==> config.mk <==
export PLATFORM = sky130hd
export DESIGN_NAME = sprite_collision_unit
export DESIGN_NICKNAME = d
export VERILOG_FILES = /design/src/rtl/sprite_collision_unit.sv
export SDC_FILE = /design/constraint.sdc
export NUM_CORES = 1
export LEC_CHECK = 0
export CORE_ASPECT_RATIO = 0.5
export CORE_MARGIN = 1.5
export CORE_UTILIZATION = 48
export DETAILED_ROUTE_END_ITERATION = 7
export GPL_TIMING_DRIVEN = 0
export PLACE_DENSITY_LB_ADDON = 0.1
export SYNTH_ARGS = -nofsm -noshare
export SYNTH_HDL_FRONTEND = slang
export SYNTH_SLANG_ARGS = --single-unit
==> constraint.sdc <==
create_clock -name clk -period 3.4 [get_ports clk]
set_input_delay 0.68 -clock clk [delete_from_list [all_inputs] [get_ports clk]]
set_output_delay 0.68 -clock clk [all_outputs]
set_load 0.05 [all_outputs]
==> src/rtl/sprite_collision_unit.sv <==
// Per-frame sprite collision detector: accumulates pairwise layer overlaps and player hits, publishes on vsync rise.
// Optional macro COLLISION_POS_CAPTURE_EN adds hit_x/hit_y capture of the first player collision per frame.
module sprite_collision_unit (
  input  logic       clk,
  input  logic       reset,
  input  logic       display_on,
  input  logic       vsync,
  input  logic [8:0] hpos,
  input  logic [8:0] vpos,
  input  logic [3:0] gfx,
  input  logic       ack,
  output logic [5:0] collide,
  output logic [7:0] hit_count,
  output logic       irq
`ifdef COLLISION_POS_CAPTURE_EN
  ,
  output logic [8:0] hit_x,
  output logic [8:0] hit_y
`endif
);

  localparam int unsigned PAIR_W = 6;
  localparam int unsigned CNT_W  = 8;
  localparam logic [CNT_W-1:0] CNT_MAX = {CNT_W{1'b1}};

  typedef enum logic [0:0] {
    WAIT_FRAME = 1'b0,
    RUN        = 1'b1
  } state_t;

  state_t            state, state_next;
  logic              vsync_q;
  logic [PAIR_W-1:0] work, work_next;
  logic [CNT_W-1:0]  work_cnt, cnt_next;
  logic [PAIR_W-1:0] collide_next;
  logic [CNT_W-1:0]  hit_next;
  logic              irq_next;

  logic [PAIR_W-1:0] ov;
  logic [PAIR_W-1:0] frame_ov;
  logic              vsync_rise;
  logic              hit_inc;
  logic [CNT_W-1:0]  cnt_sum;

  // Pairwise overlap, gated by the visible area
  always_comb begin
    ov[0] = display_on & gfx[0] & gfx[1];
    ov[1] = display_on & gfx[0] & gfx[2];
    ov[2] = display_on & gfx[0] & gfx[3];
    ov[3] = display_on & gfx[1] & gfx[2];
    ov[4] = display_on & gfx[1] & gfx[3];
    ov[5] = display_on & gfx[2] & gfx[3];
  end

  assign vsync_rise = vsync & ~vsync_q;
  assign hit_inc    = display_on & gfx[0] & (|gfx[3:1]);
  assign frame_ov   = work | ov;
  assign cnt_sum    = (hit_inc && (work_cnt != CNT_MAX)) ? CNT_W'(work_cnt + 1'b1) : work_cnt;

`ifdef COLLISION_POS_CAPTURE_EN
  logic [8:0] cap_x, cap_y, cap_x_next, cap_y_next;
  logic [8:0] hit_x_next, hit_y_next;
`else
  logic unused_pos;
  assign unused_pos = ^{hpos, vpos};
`endif

  // Next-state, accumulation and publish logic
  always_comb begin
    state_next   = state;
    work_next    = work;
    cnt_next     = work_cnt;
    collide_next = collide;
    hit_next     = hit_count;
    irq_next     = ack ? 1'b0 : irq;
`ifdef COLLISION_POS_CAPTURE_EN
    cap_x_next   = cap_x;
    cap_y_next   = cap_y;
    hit_x_next   = hit_x;
    hit_y_next   = hit_y;
`endif
    case (state)
      WAIT_FRAME: begin
        work_next = '0;
        cnt_next  = '0;
`ifdef COLLISION_POS_CAPTURE_EN
        cap_x_next = '0;
        cap_y_next = '0;
`endif
        if (vsync_rise) begin
          state_next = RUN;
        end
      end
      RUN: begin
        if (vsync_rise) begin
          collide_next = frame_ov;
          hit_next     = cnt_sum;
          irq_next     = |frame_ov;
          work_next    = '0;
          cnt_next     = '0;
`ifdef COLLISION_POS_CAPTURE_EN
          // A hit on the publishing cycle itself counts as the first one if none came earlier
          if (work_cnt != '0) begin
            hit_x_next = cap_x;
            hit_y_next = cap_y;
          end else if (hit_inc) begin
            hit_x_next = hpos;
            hit_y_next = vpos;
          end else begin
            hit_x_next = '0;
            hit_y_next = '0;
          end
          cap_x_next = '0;
          cap_y_next = '0;
`endif
        end else begin
          work_next = frame_ov;
          cnt_next  = cnt_sum;
`ifdef COLLISION_POS_CAPTURE_EN
          if (hit_inc && (work_cnt == '0)) begin
            cap_x_next = hpos;
            cap_y_next = vpos;
          end
`endif
        end
      end
      default: begin
        state_next = WAIT_FRAME;
      end
    endcase
  end

  // State and output registers with synchronous active-low reset
  always_ff @(posedge clk) begin
    if (!reset) begin
      state     <= WAIT_FRAME;
      vsync_q   <= 1'b0;
      work      <= '0;
      work_cnt  <= '0;
      collide   <= '0;
      hit_count <= '0;
      irq       <= 1'b0;
    end else begin
      state     <= state_next;
      vsync_q   <= vsync;
      work      <= work_next;
      work_cnt  <= cnt_next;
      collide   <= collide_next;
      hit_count <= hit_next;
      irq       <= irq_next;
    end
  end

`ifdef COLLISION_POS_CAPTURE_EN
  always_ff @(posedge clk) begin
    if (!reset) begin
      cap_x <= '0;
      cap_y <= '0;
      hit_x <= '0;
      hit_y <= '0;
    end else begin
      cap_x <= cap_x_next;
      cap_y <= cap_y_next;
      hit_x <= hit_x_next;
      hit_y <= hit_y_next;
    end
  end
`endif

endmodule

* Yosys cells after proc, flatten, opt, wreduce, memory -nomap -nowiden *
Index checks and enable logic that the tools add are counted.

cells by class
  add/subtract/negate cells = 1
  eq/ne operators = 1
  multiplexer cells = 10
  bitwise gates (word level) = 14
  reductions and logical operators = 4

operator list
  kind                 count
  $mux 8               2
  $pmux 8 s2           1
  $pmux 6 s2           1
  $and 1x1->1          11
  $add 8x1->8 const B  1
  $ne 8x8->1 const B   1
  $mux 6               1
  $or 6x6->6           1
  $reduce_or 6->1      1
  $mux 1               5
  $reduce_or 3->1      1
  $not 1->1            2
  $reduce_and 2->1     1
  $logic_and 1x1->1    1

word-level totals
  register bits = 31
  bits of input ports = 27
  output and inout port bits = 15
  logic and storage cells = 37

* Depth between registers and ports, before layout *
Gate-level depths: netlist of the first run.

  depth in word-level cells = 6
  mapped depth = 6
  gate-level depth less buffers = 5

* Worst setup path after synthesis of the first run *
Ideal clock, no wire load.

  path kind = input -> register
  from = input port gfx[2]
  to = register hit_count[1]
  setup time = 0.121 ns
  arrival = 1.478 ns
  data required time = 3.279 ns
  path slack = 1.801 ns
  stages on the path = 4
  buffers on the path = 0
  path through = o311a_4 -> o21ai_2 -> mux2i_1 -> a21oi_1

between the ends
  longest elaborated chain between the ends = 4

ends and longest elaborated chain
  element               line  source
  start, declared       10    input logic [3:0] gfx,
  $reduce_or 3->1       56    assign hit_inc = display_on & gfx[0] & (|gfx[3:1]);
  $and 1x1->1           56
  $logic_and 1x1->1     58    assign cnt_sum = (hit_inc && (work_cnt != CNT_MAX)) ? CNT_W'(work_cnt + 1'b1) : work_cnt;
  $mux 8                58
  end signal, assigned  149   hit_count <= hit_next;
  end, declared         13    output logic [7:0] hit_count,

No other way between the ends.
A chain may end at the register's enable or synchronous reset.

* Worst setup path in the final report of the first run *
  from = register collide[5]
  to = output port collide[5]

RTL lines
  element                 line  source
  start, declared         12    output logic [5:0] collide,
  start signal, assigned  148   collide <= collide_next;

No word-level cell between the ends.

==> run_results.csv, run 1 <==
group,metric,value,unit
status,status,"finished, final reports clean",
timing,grt_setup_unrepaired,"no",
clocking,clkTransAtPathRegs,70,ps
route,route.vias.total,1068,
clocking,postCtsHoldBufs,0,
yosys,synth_top_cell_by_area,"dfxtp_1",
route,vias_per_cell,5.39,
yosys,yosysUniqueCellTypes,35,
yosys,syn_area_per_cell,9.50,sq um
setup_path,start_kind,"register",
setup_path,r2r-end,"hit_count[1]$_SDFFE_PN0P_",
timing,hold_violations,0,
clocking,clock_latency,280,ps
global_routing,grt_pass1_vias,993,
setup_path,crit_type,"reg2out",
cells_and_area,drive_gt1_share,10.4,%
route,avgRoutedWirePerCell,13.4,microns
timing,max_freq,474,MHz
timing,setup_viol,0,
place,dpl_cell_area,1530,sq um
global_routing,grt_pass1_wl,4490,microns
hold_path,holdCritPathClass,"reg2reg",
timing,post-route-min-period,2110,ps
cells_and_area,seqCellArea,621,sq um
yosys,yosysWarnings,0,
yosys,netlist_instances,133,
clocking,root_buffer,"clkbuf_8",
global_routing,antenna_found_initial,0,
floorplan,die_width,75.6,microns
floorplan,num_io_pins,42,
place,post-place-ws,1160,ps
clocking,cts_setup_buffers,0,
timing,fin_setup_tns,0,ps
setup_path,crit_slowest_cell,"clkdlybuf4s50_1",
hold_path,holdPathStages,2,
cells_and_area,nets,190,
setup_path,crit_arrival,1430,ps
floorplan,rows,12,
power,fin_total_pwr,0.768,mW
timing,finalMaxSlewViolations,0,
place,dpl.hpwl,1830,microns
setup_path,max_stage_delay,800,ps
route,ant_nets,0,
yosys,ys_seq_area_share,49.1,%
floorplan,initial_core_util,53.6,%
cells_and_area,stdcell_area,1620,sq um
route,drt-initial-drc-count,25,
timing,fin_ws,1290,ps
setup_path,reg2reg_depth,6,
setup_path,setup.worst_path.end_class,"primary output",
job,drv_cap,0,
cells_and_area,mostFrequentLayoutCells,"dfxtp_1, clkdlybuf4s50_1, nor2_1",
timing,worst_pin_slew,506,ps
cells_and_area,multi_input_area,604,sq um
setup_path,crit_buf_inv,1,
yosys,synth-seq-cells,31,
setup_path,required,2720,ps
route,firstDrtPassIters,4,
clocking,cts_tree,"done",
hold_path,hold_end,"hit_count[3]$_SDFFE_PN0P_",
power,power_leakage,0.654,nW
cells_and_area,layout_commonest_cell,"dfxtp_1",
clocking,numCtsBuffers,5,
yosys,syn_area,1260,sq um
setup_path,r2r_slack,1980,ps
timing,fin_crit_sh,62.1,%
setup_path,crit_chain,"clkdlybuf4s50_1",
cells_and_area,diodes,0,
clocking,cts_sinks,31,
place,gp_congestion,0.805,
global_routing,grt_max_degree,12,
place,portBuffers,22,
clocking,htreeDepth,2,
power,peakVddDrop,0.280,mV
setup_path,crit_family,"buffers and inverters",
cells_and_area,syn_to_final_growth,27.9,%
yosys,syn_nets,161,
global_routing,grt_usage,21.8,%
yosys,synth.area.top_cells,"dfxtp_1, nor2_1, a31oi_1",
cells_and_area,fillCellCount,219,
timing,fin_skew,6.67,ps
setup_path,crit_fanout,2,
setup_path,r2r_start,"work_cnt[0]$_SDFF_PP0_",
timing,hold_slack,459,ps
clocking,cts.path.max_buffers,2,
global_routing,gr-total-overflow,0,
hold_path,hold_start,"hit_count[3]$_SDFFE_PN0P_",
timing,timing.slew.headroom,66.1,%
route,drc,0,
floorplan,dieArea,2970,sq um
floorplan,coreArea,2360,sq um
yosys,yosysTopAreaCellShare,49.1,%
clocking,cts_resized,0,
route,routed_wl,2650,microns
floorplan,die_y,39.3,microns
power,power.density,475,nW/um^2
-- sequential cells by signal (all words and copies together), names as in the netlist --
register	flops
vsync_q	1
collide	6
hit_count	8
work	6
work_cnt	8
state	1
irq	1
-- power by group --
| part | internal (mW) | switching, mW |
|---|---|---|
| Clock | 0.142 | 0.149 |
| Combinational | 0.0361 | 0.0607 |
| Sequential | 0.374 | 0.00532 |
| Total | 0.553 | 0.215 |
-- cells in the mapped netlist, drive strengths merged --
| master | instances |
|---|---|
| clkbuf | 3 |
| a21oi | 5 |
| and3 | 1 |
| and2 | 5 |
| a31oi | 8 |
| xor2 | 3 |
| a211oi | 3 |
| nand2b | 1 |
| and4 | 2 |
| nand4 | 6 |
| mux2i | 3 |
| and3b | 1 |
| nand2 | 9 |
| dfxtp | 31 |
| a311oi | 1 |
| o211a | 5 |
| o2111ai | 1 |
| buf | 4 |
| ha | 1 |
| a21boi | 1 |
| nand3b | 1 |
| nor2b | 2 |
| o21a | 1 |
| o311a | 1 |
| nor3 | 1 |
| nor3b | 1 |
| o21ai | 11 |
| o211ai | 1 |
| nand3 | 3 |
| nor2 | 17 |
-- per-layer routing --
metal	up-vias	wire, microns	part of all wire, %	GRT usage, %
met5	-	0	0	0
met4	0	26	0.98	8.04
met3	5	128	4.8	9.25
met2	30	1090	41	32.2
met1	490	1410	53	28.4
li1	543	-	-	-
-- worst max path at each step --
stage                                   start                        end  slack [ps]  cells past startpoint
finish                collide[5]$_SDFFE_PN0P_                 collide[5]        1290                      1
floorplan                              gfx[2]  hit_count[1]$_SDFFE_PN0P_        1800                      4
detailed placement                      vsync         work[1]$_SDFF_PP0_        1160                      5
global placement                        vsync     work_cnt[4]$_SDFF_PP0_        1170                      5
CTS                   collide[0]$_SDFFE_PN0P_                 collide[0]        1280                      1
global route        hit_count[7]$_SDFFE_PN0P_               hit_count[7]        1240                      1
-- cell families (layout without fill, tap and decap cells) --
logic type,Yosys count,in the layout,share of synthesized area [%]
buffers and inverters,7,37,3.07
AND/OR/NAND/NOR,50,50,21.2
multiplexers,3,3,2.38
XOR/XNOR,3,3,2.08
AO/OA/AOI/OAI,38,38,21.2
adder cells (fa/ha/maj),1,1,0.990
flip-flops,31,31,49.1
-- through the flow --
step	instances	util [%]
after floorplan	133	-
after global placement	190	64.8
after detailed placement	190	64.8
after CTS	198	68.6
after global routing	198	68.6
final	198	68.6
-- cell type report --
class | count | share of cell area, %
sequential | 31 | 38.4
multi-input combinational | 95 | 37.4
timing repair buffer | 22 | 13.6
clock buffer | 5 | 4.26
tap | 35 | 2.71
buffer | 7 | 2.40
clock inverter | 3 | 1.24
(Power assumes the default switching activity.)
==> inputs of run 2 (changes only) <==
--- a/config.mk
+++ b/config.mk
@@ -7,7 +7,7 @@
 export LEC_CHECK = 0
 export CORE_ASPECT_RATIO = 0.5
 export CORE_MARGIN = 1.5
-export CORE_UTILIZATION = 48
+export CORE_UTILIZATION = 44
 export DETAILED_ROUTE_END_ITERATION = 7
 export GPL_TIMING_DRIVEN = 0
 export PLACE_DENSITY_LB_ADDON = 0.1
==> constraint.sdc (replaced) <==
create_clock -name clk -period 2 [get_ports clk]
set_input_delay 0.4 -clock clk [delete_from_list [all_inputs] [get_ports clk]]
set_output_delay 0.4 -clock clk [all_outputs]
set_load 0.05 [all_outputs]
==> run 2 against run 1 <==
Critical path depth unchanged. Clock skew up 0.86 ps. Cell count up 1.0%. Clock power up 59%. Critical path type unchanged. Setup slack worse by 1100 ps. Routed wire length down 0.15%. First-iteration DRC count up 36%. Critical endpoint is now collide[1]. Via count down 0.37%. Register-to-register slack worse by 1400 ps. Combinational power up 70%.
==> run_results.csv, run 2 (synthesis gave the netlist of run 1 again) <==
group,metric,value,unit
status,status,"finished, final reports clean",
route,firstDrtPassIters,4,
place,portBuffers,22,
clocking,clock_latency,280,ps
setup_path,crit_end,"collide[1]",
timing,worst_pin_slew,504,ps
setup_path,path_depth,1,
clocking,cts_sinks,31,
global_routing,grt_max_degree,11,
route,routed_wl,2640,microns
clocking,numCtsBuffers,5,
floorplan,rows,13,
floorplan,die_y,40.9,microns
place,dpl.hpwl,1870,microns
cells_and_area,layout_commonest_cell,"dfxtp_1",
setup_path,start_kind,"register",
route,route.vias.total,1064,
clocking,htreeDepth,2,
floorplan,initial_core_util,47.4,%
timing,fin_crit_sh,91.8,%
global_routing,grt_usage,19.1,%
setup_path,crit_arrival,1440,ps
clocking,clkTransAtPathRegs,70,ps
clocking,cts_setup_buffers,0,
setup_path,setup.worst_path.end_class,"primary output",
cells_and_area,drive_gt1_share,9.20,%
setup_path,crit_family,"buffers and inverters",
hold_path,holdCritPathClass,"reg2reg",
setup_path,reg2reg_depth,6,
timing,hold_violations,0,
clocking,cts.path.max_buffers,2,
place,dpl.cell_count,192,
setup_path,required,1600,ps
floorplan,die_width,78.8,microns
setup_path,r2r-end,"hit_count[0]$_SDFFE_PN0P_",
cells_and_area,syn_to_final_growth,27.5,%
power,power_leakage,0.656,nW
route,avgRoutedWirePerCell,13.2,microns
power,peakVddDrop,0.447,mV
setup_path,crit_type,"reg2out",
job,drv_cap,0,
timing,fin_setup_tns,0,ps
setup_path,crit_slowest_cell,"clkdlybuf4s50_1",
cells_and_area,mostFrequentLayoutCells,"dfxtp_1, clkdlybuf4s50_1, nor2_1",
clocking,cts_resized,0,
setup_path,crit_start,"collide[1]$_SDFFE_PN0P_",
setup_path,crit_buf_inv,1,
clocking,cts_tree,"done",
power,power.density,791,nW/um^2
floorplan,dieArea,3220,sq um
place,post-place-ws,0.847,ps
cells_and_area,nets,190,
route,ant_nets,0,
floorplan,coreArea,2670,sq um
place,dpl_cell_area,1530,sq um
timing,post-route-min-period,1840,ps
timing,grt_setup_unrepaired,"no",
global_routing,antenna_found_initial,0,
route,drc,0,
cells_and_area,stdcell_area,1610,sq um
global_routing,grt_pass1_wl,4370,microns
cells_and_area,diodes,0,
cells_and_area,fin_cells,200,
setup_path,crit_chain,"clkdlybuf4s50_1",
timing,fin_ws,164,ps
route,drt-initial-drc-count,34,
clocking,root_buffer,"clkbuf_8",
place,gp_congestion,0.864,
setup_path,r2r_slack,580,ps
timing,setup_viol,0,
setup_path,max_stage_delay,810,ps
timing,timing.slew.headroom,66.3,%
timing,fin_skew,7.53,ps
global_routing,grt_pass1_vias,946,
route,vias_per_cell,5.32,
global_routing,gr-total-overflow,0,
setup_path,crit_fanout,2,
timing,max_freq,545,MHz
setup_path,r2r_start,"work_cnt[0]$_SDFF_PP0_",
clocking,postCtsHoldBufs,0,
floorplan,num_io_pins,42,
timing,finalMaxSlewViolations,0,
cells_and_area,reg.largest.list,"hit_count x8, work_cnt x8",
[run 2: changes by cell type in the layout (fill, tap and decap cells not counted)]
cell        previous run  this run
clkbuf_1               3         5
clkinvlp_4             2         0
[run 2: routing by layer]
layer	track usage, %	vias to the layer above	routed length, microns
met4	6.70	0	24
met2	32.1	22	1070
met1	23.8	490	1420
met5	0	-	0
li1	-	548	-
met3	6.67	4	131
[run 2: report_power, final]
| part | total [mW] | switching [mW] | internal (mW) |
|---|---|---|---|
| clock network | 0.464 | 0.220 | 0.244 |
| registers | 0.646 | 0.00938 | 0.637 |
| logic | 0.165 | 0.104 | 0.0614 |
| total | 1.27 | 0.333 | 0.942 |
[run 2: worst min path at each step]
| stage | depth (start not counted) | startpoint | slack [ps] | endpoint |
|---|---|---|---|---|
| floorplan | 2 | work[5]$_SDFF_PP0_ | 430 | work[5]$_SDFF_PP0_ |
| global placement | 2 | hit_count[3]$_SDFFE_PN0P_ | 440 | hit_count[3]$_SDFFE_PN0P_ |
| detailed placement | 2 | hit_count[3]$_SDFFE_PN0P_ | 450 | hit_count[3]$_SDFFE_PN0P_ |
| CTS | 2 | hit_count[3]$_SDFFE_PN0P_ | 460 | hit_count[3]$_SDFFE_PN0P_ |
| global route | 2 | hit_count[3]$_SDFFE_PN0P_ | 500 | hit_count[3]$_SDFFE_PN0P_ |
| finish | 2 | hit_count[3]$_SDFFE_PN0P_ | 470 | hit_count[3]$_SDFFE_PN0P_ |
[run 2: stage by stage]
stage	total power, mW	utilization, %	hold WS (ps)
after floorplan	0.761	-	431
after global placement	0.823	57.4	441
after detailed placement	0.824	57.4	453
after CTS	1.28	60.4	462
after global routing	1.33	60.4	495
final	1.27	60.4	466
[run 2: layout make-up]
type | instances | area [sq um]
Clock inverter | 1 | 5.00
Clock buffer | 7 | 76.3
Buffer | 7 | 38.8
Sequential cell | 31 | 621
Tap cell | 37 | 46.3
Timing Repair Buffer | 22 | 220
Fill cell | 249 | 1060
Multi-Input combinational cell | 95 | 604
==> inputs of run 3 (changes only) <==
--- a/config.mk
+++ b/config.mk
@@ -8,6 +8,7 @@
 export CORE_ASPECT_RATIO = 0.5
 export CORE_MARGIN = 1.5
 export CORE_UTILIZATION = 44
+export CTS_BUF_LIST = sky130_fd_sc_hd__clkbuf_4 sky130_fd_sc_hd__clkbuf_8 sky130_fd_sc_hd__clkbuf_16
 export DETAILED_ROUTE_END_ITERATION = 7
 export GPL_TIMING_DRIVEN = 0
 export PLACE_DENSITY_LB_ADDON = 0.1
==> run 3 against run 2 <==
Via count is 0.94% higher. First-iteration DRC count down 24%. Cell area increased by 0.47%. Global-route usage grew 0.31 points. Sequential cell count unchanged. Core utilization grew 0.28 points. Combinational power is essentially flat. Sequential share of layout area decreased by 0.18 points. Critical path type unchanged. Setup slack better by 3.4 ps. Critical path depth is the same. Sequential power hardly changed.
==> run_results.csv, run 3 (synthesis gave the netlist of run 1 again) <==
group,metric,value,unit
setup_path,setup.worst_path.end_class,"primary output",
floorplan,initial_core_util,47.4,%
timing,fin_crit_sh,91.6,%
floorplan,num_io_pins,42,
status,status,"finished, final reports clean",
route,drc,0,
route,avgRoutedWirePerCell,13.3,microns
power,power_frac_seq,49.7,%
power,peakVddDrop,0.440,mV
setup_path,crit_chain,"clkdlybuf4s50_1",
timing,setup_viol,0,
power,clock_power_share,37.6,%
cells_and_area,drive_gt1_share,10.4,%
setup_path,max_stage_delay,810,ps
timing,fin_setup_tns,0,ps
hold_path,hold_start,"hit_count[3]$_SDFFE_PN0P_",
clocking,clkTransAtPathRegs,60,ps
timing,fin_ws,167,ps
setup_path,crit_buf_inv,1,
place,dpl.hpwl,1870,microns
power,comb_power_share,12.7,%
timing,post-route-min-period,1830,ps
clocking,root_buffer,"clkbuf_8",
route,route.vias.total,1074,
floorplan,die_y,40.9,microns
job,drv_cap,0,
hold_path,hold_end,"hit_count[3]$_SDFFE_PN0P_",
global_routing,grt_pass1_wl,4430,microns
setup_path,r2r-end,"hit_count[0]$_SDFFE_PN0P_",
cells_and_area,utilization,60.7,%
floorplan,die_width,78.8,microns
route,firstDrtPassIters,4,
clocking,clock_latency,280,ps
setup_path,start_kind,"register",
cells_and_area,mostFrequentLayoutCells,"dfxtp_1, clkdlybuf4s50_1, nor2_1",
cells_and_area,diodes,0,
timing,fin_skew,3.78,ps
global_routing,grt_usage,19.4,%
clocking,cts_tree,"done",
clocking,numCtsBuffers,5,
global_routing,grt_pass1_vias,963,
route,vias_per_cell,5.37,
timing,worst_pin_slew,505,ps
floorplan,coreArea,2670,sq um
floorplan,dieArea,3220,sq um
timing,grt_setup_unrepaired,"no",
power,p_sw_share,25.4,%
place,gp_congestion,0.864,
power,power_leakage,0.663,nW
clocking,cts_resized,0,
global_routing,antenna_found_initial,0,
route,ant_nets,0,
cells_and_area,layout_commonest_cell,"dfxtp_1",
route,drt-initial-drc-count,26,
cells_and_area,syn_to_final_growth,28.1,%
timing,hold_violations,0,
setup_path,crit_family,"buffers and inverters",
clocking,postCtsHoldBufs,0,
power,switchingPower,0.330,mW
timing,timing.slew.headroom,66.2,%
cells_and_area,reg.largest.list,"hit_count x8, work_cnt x8",
setup_path,reg2reg_depth,6,
route,routed_wl,2670,microns
power,intPower,0.969,mW
setup_path,crit_arrival,1430,ps
setup_path,crit_type,"reg2out",
global_routing,gr-total-overflow,0,
hold_path,holdCritPathClass,"reg2reg",
clocking,htreeDepth,2,
clocking,cts_sinks,31,
clocking,cts.path.max_buffers,2,
place,portBuffers,22,
setup_path,r2r_start,"work_cnt[0]$_SDFF_PP0_",
power,power.density,802,nW/um^2
global_routing,grt_max_degree,11,
timing,max_freq,546,MHz
setup_path,r2r_slack,580,ps
cells_and_area,nets,190,
setup_path,crit_slowest_cell,"clkdlybuf4s50_1",
hold_path,holdPathStages,2,
floorplan,rows,13,
timing,finalMaxSlewViolations,0,
setup_path,required,1600,ps
clocking,cts_setup_buffers,0,
place,post-place-ws,0.847,ps
setup_path,crit_fanout,2,
## run 3: cell counts in the layout (fill, tap and decap cells not counted)
Identical to the previous run, type by type.
## run 3: power groups by stage
| stage | clock (mW) | sequential [mW] | combinational [mW] |
|---|---|---|---|
| 6_report | 0.488 | 0.646 | 0.165 |
| 5_1_grt | 0.531 | 0.647 | 0.176 |
| 4_1_cts | 0.504 | 0.646 | 0.165 |
| 3_5_place_dp | 0 | 0.659 | 0.164 |
| 3_3_place_gp | 0 | 0.659 | 0.164 |
| 2_1_floorplan | 0 | 0.710 | 0.0509 |
## run 3: stage by stage
stage	hold WS, ps	area (sq um)	total power [mW]	cells
6_report	466	1620	1.30	200
5_1_grt	495	1620	1.36	200
4_1_cts	462	1620	1.31	200
3_5_place_dp	453	1530	0.824	192
3_3_place_gp	441	1530	0.823	192
2_1_floorplan	431	1260	0.761	133
## run 3: how the worst max path moves through the flow
stage / startpoint / to / slack, ps / cells after the start
2_1_floorplan: gfx[2] / hit_count[1]$_SDFFE_PN0P_ / 680 / 4
3_3_place_gp: vsync / work_cnt[4]$_SDFF_PP0_ / 30 / 5
3_5_place_dp: vsync / work_cnt[5]$_SDFF_PP0_ / 0.8 / 5
4_1_cts: collide[1]$_SDFFE_PN0P_ / collide[1] / 160 / 1
5_1_grt: collide[1]$_SDFFE_PN0P_ / collide[1] / 110 / 1
6_report: collide[1]$_SDFFE_PN0P_ / collide[1] / 170 / 1
## run 3: final cells by class
class / instances / area [sq um]
tap: 37 / 46.3
multi-input combinational: 95 / 604
sequential: 31 / 621
clock inverter: 1 / 5.00
fill: 249 / 1050
buffer: 7 / 38.8
timing repair buffer: 22 / 220
clock buffer: 7 / 83.8
## run 3: layer usage
metal / part of all wire (%) / vias to the layer above / track usage, %
met1: 53 / 501 / 23.7
met2: 42 / 23 / 33.0
met4: 0.53 / 0 / 8.04
li1: - / 548 / -
met5: 0 / - / 0
met3: 5.0 / 2 / 6.67
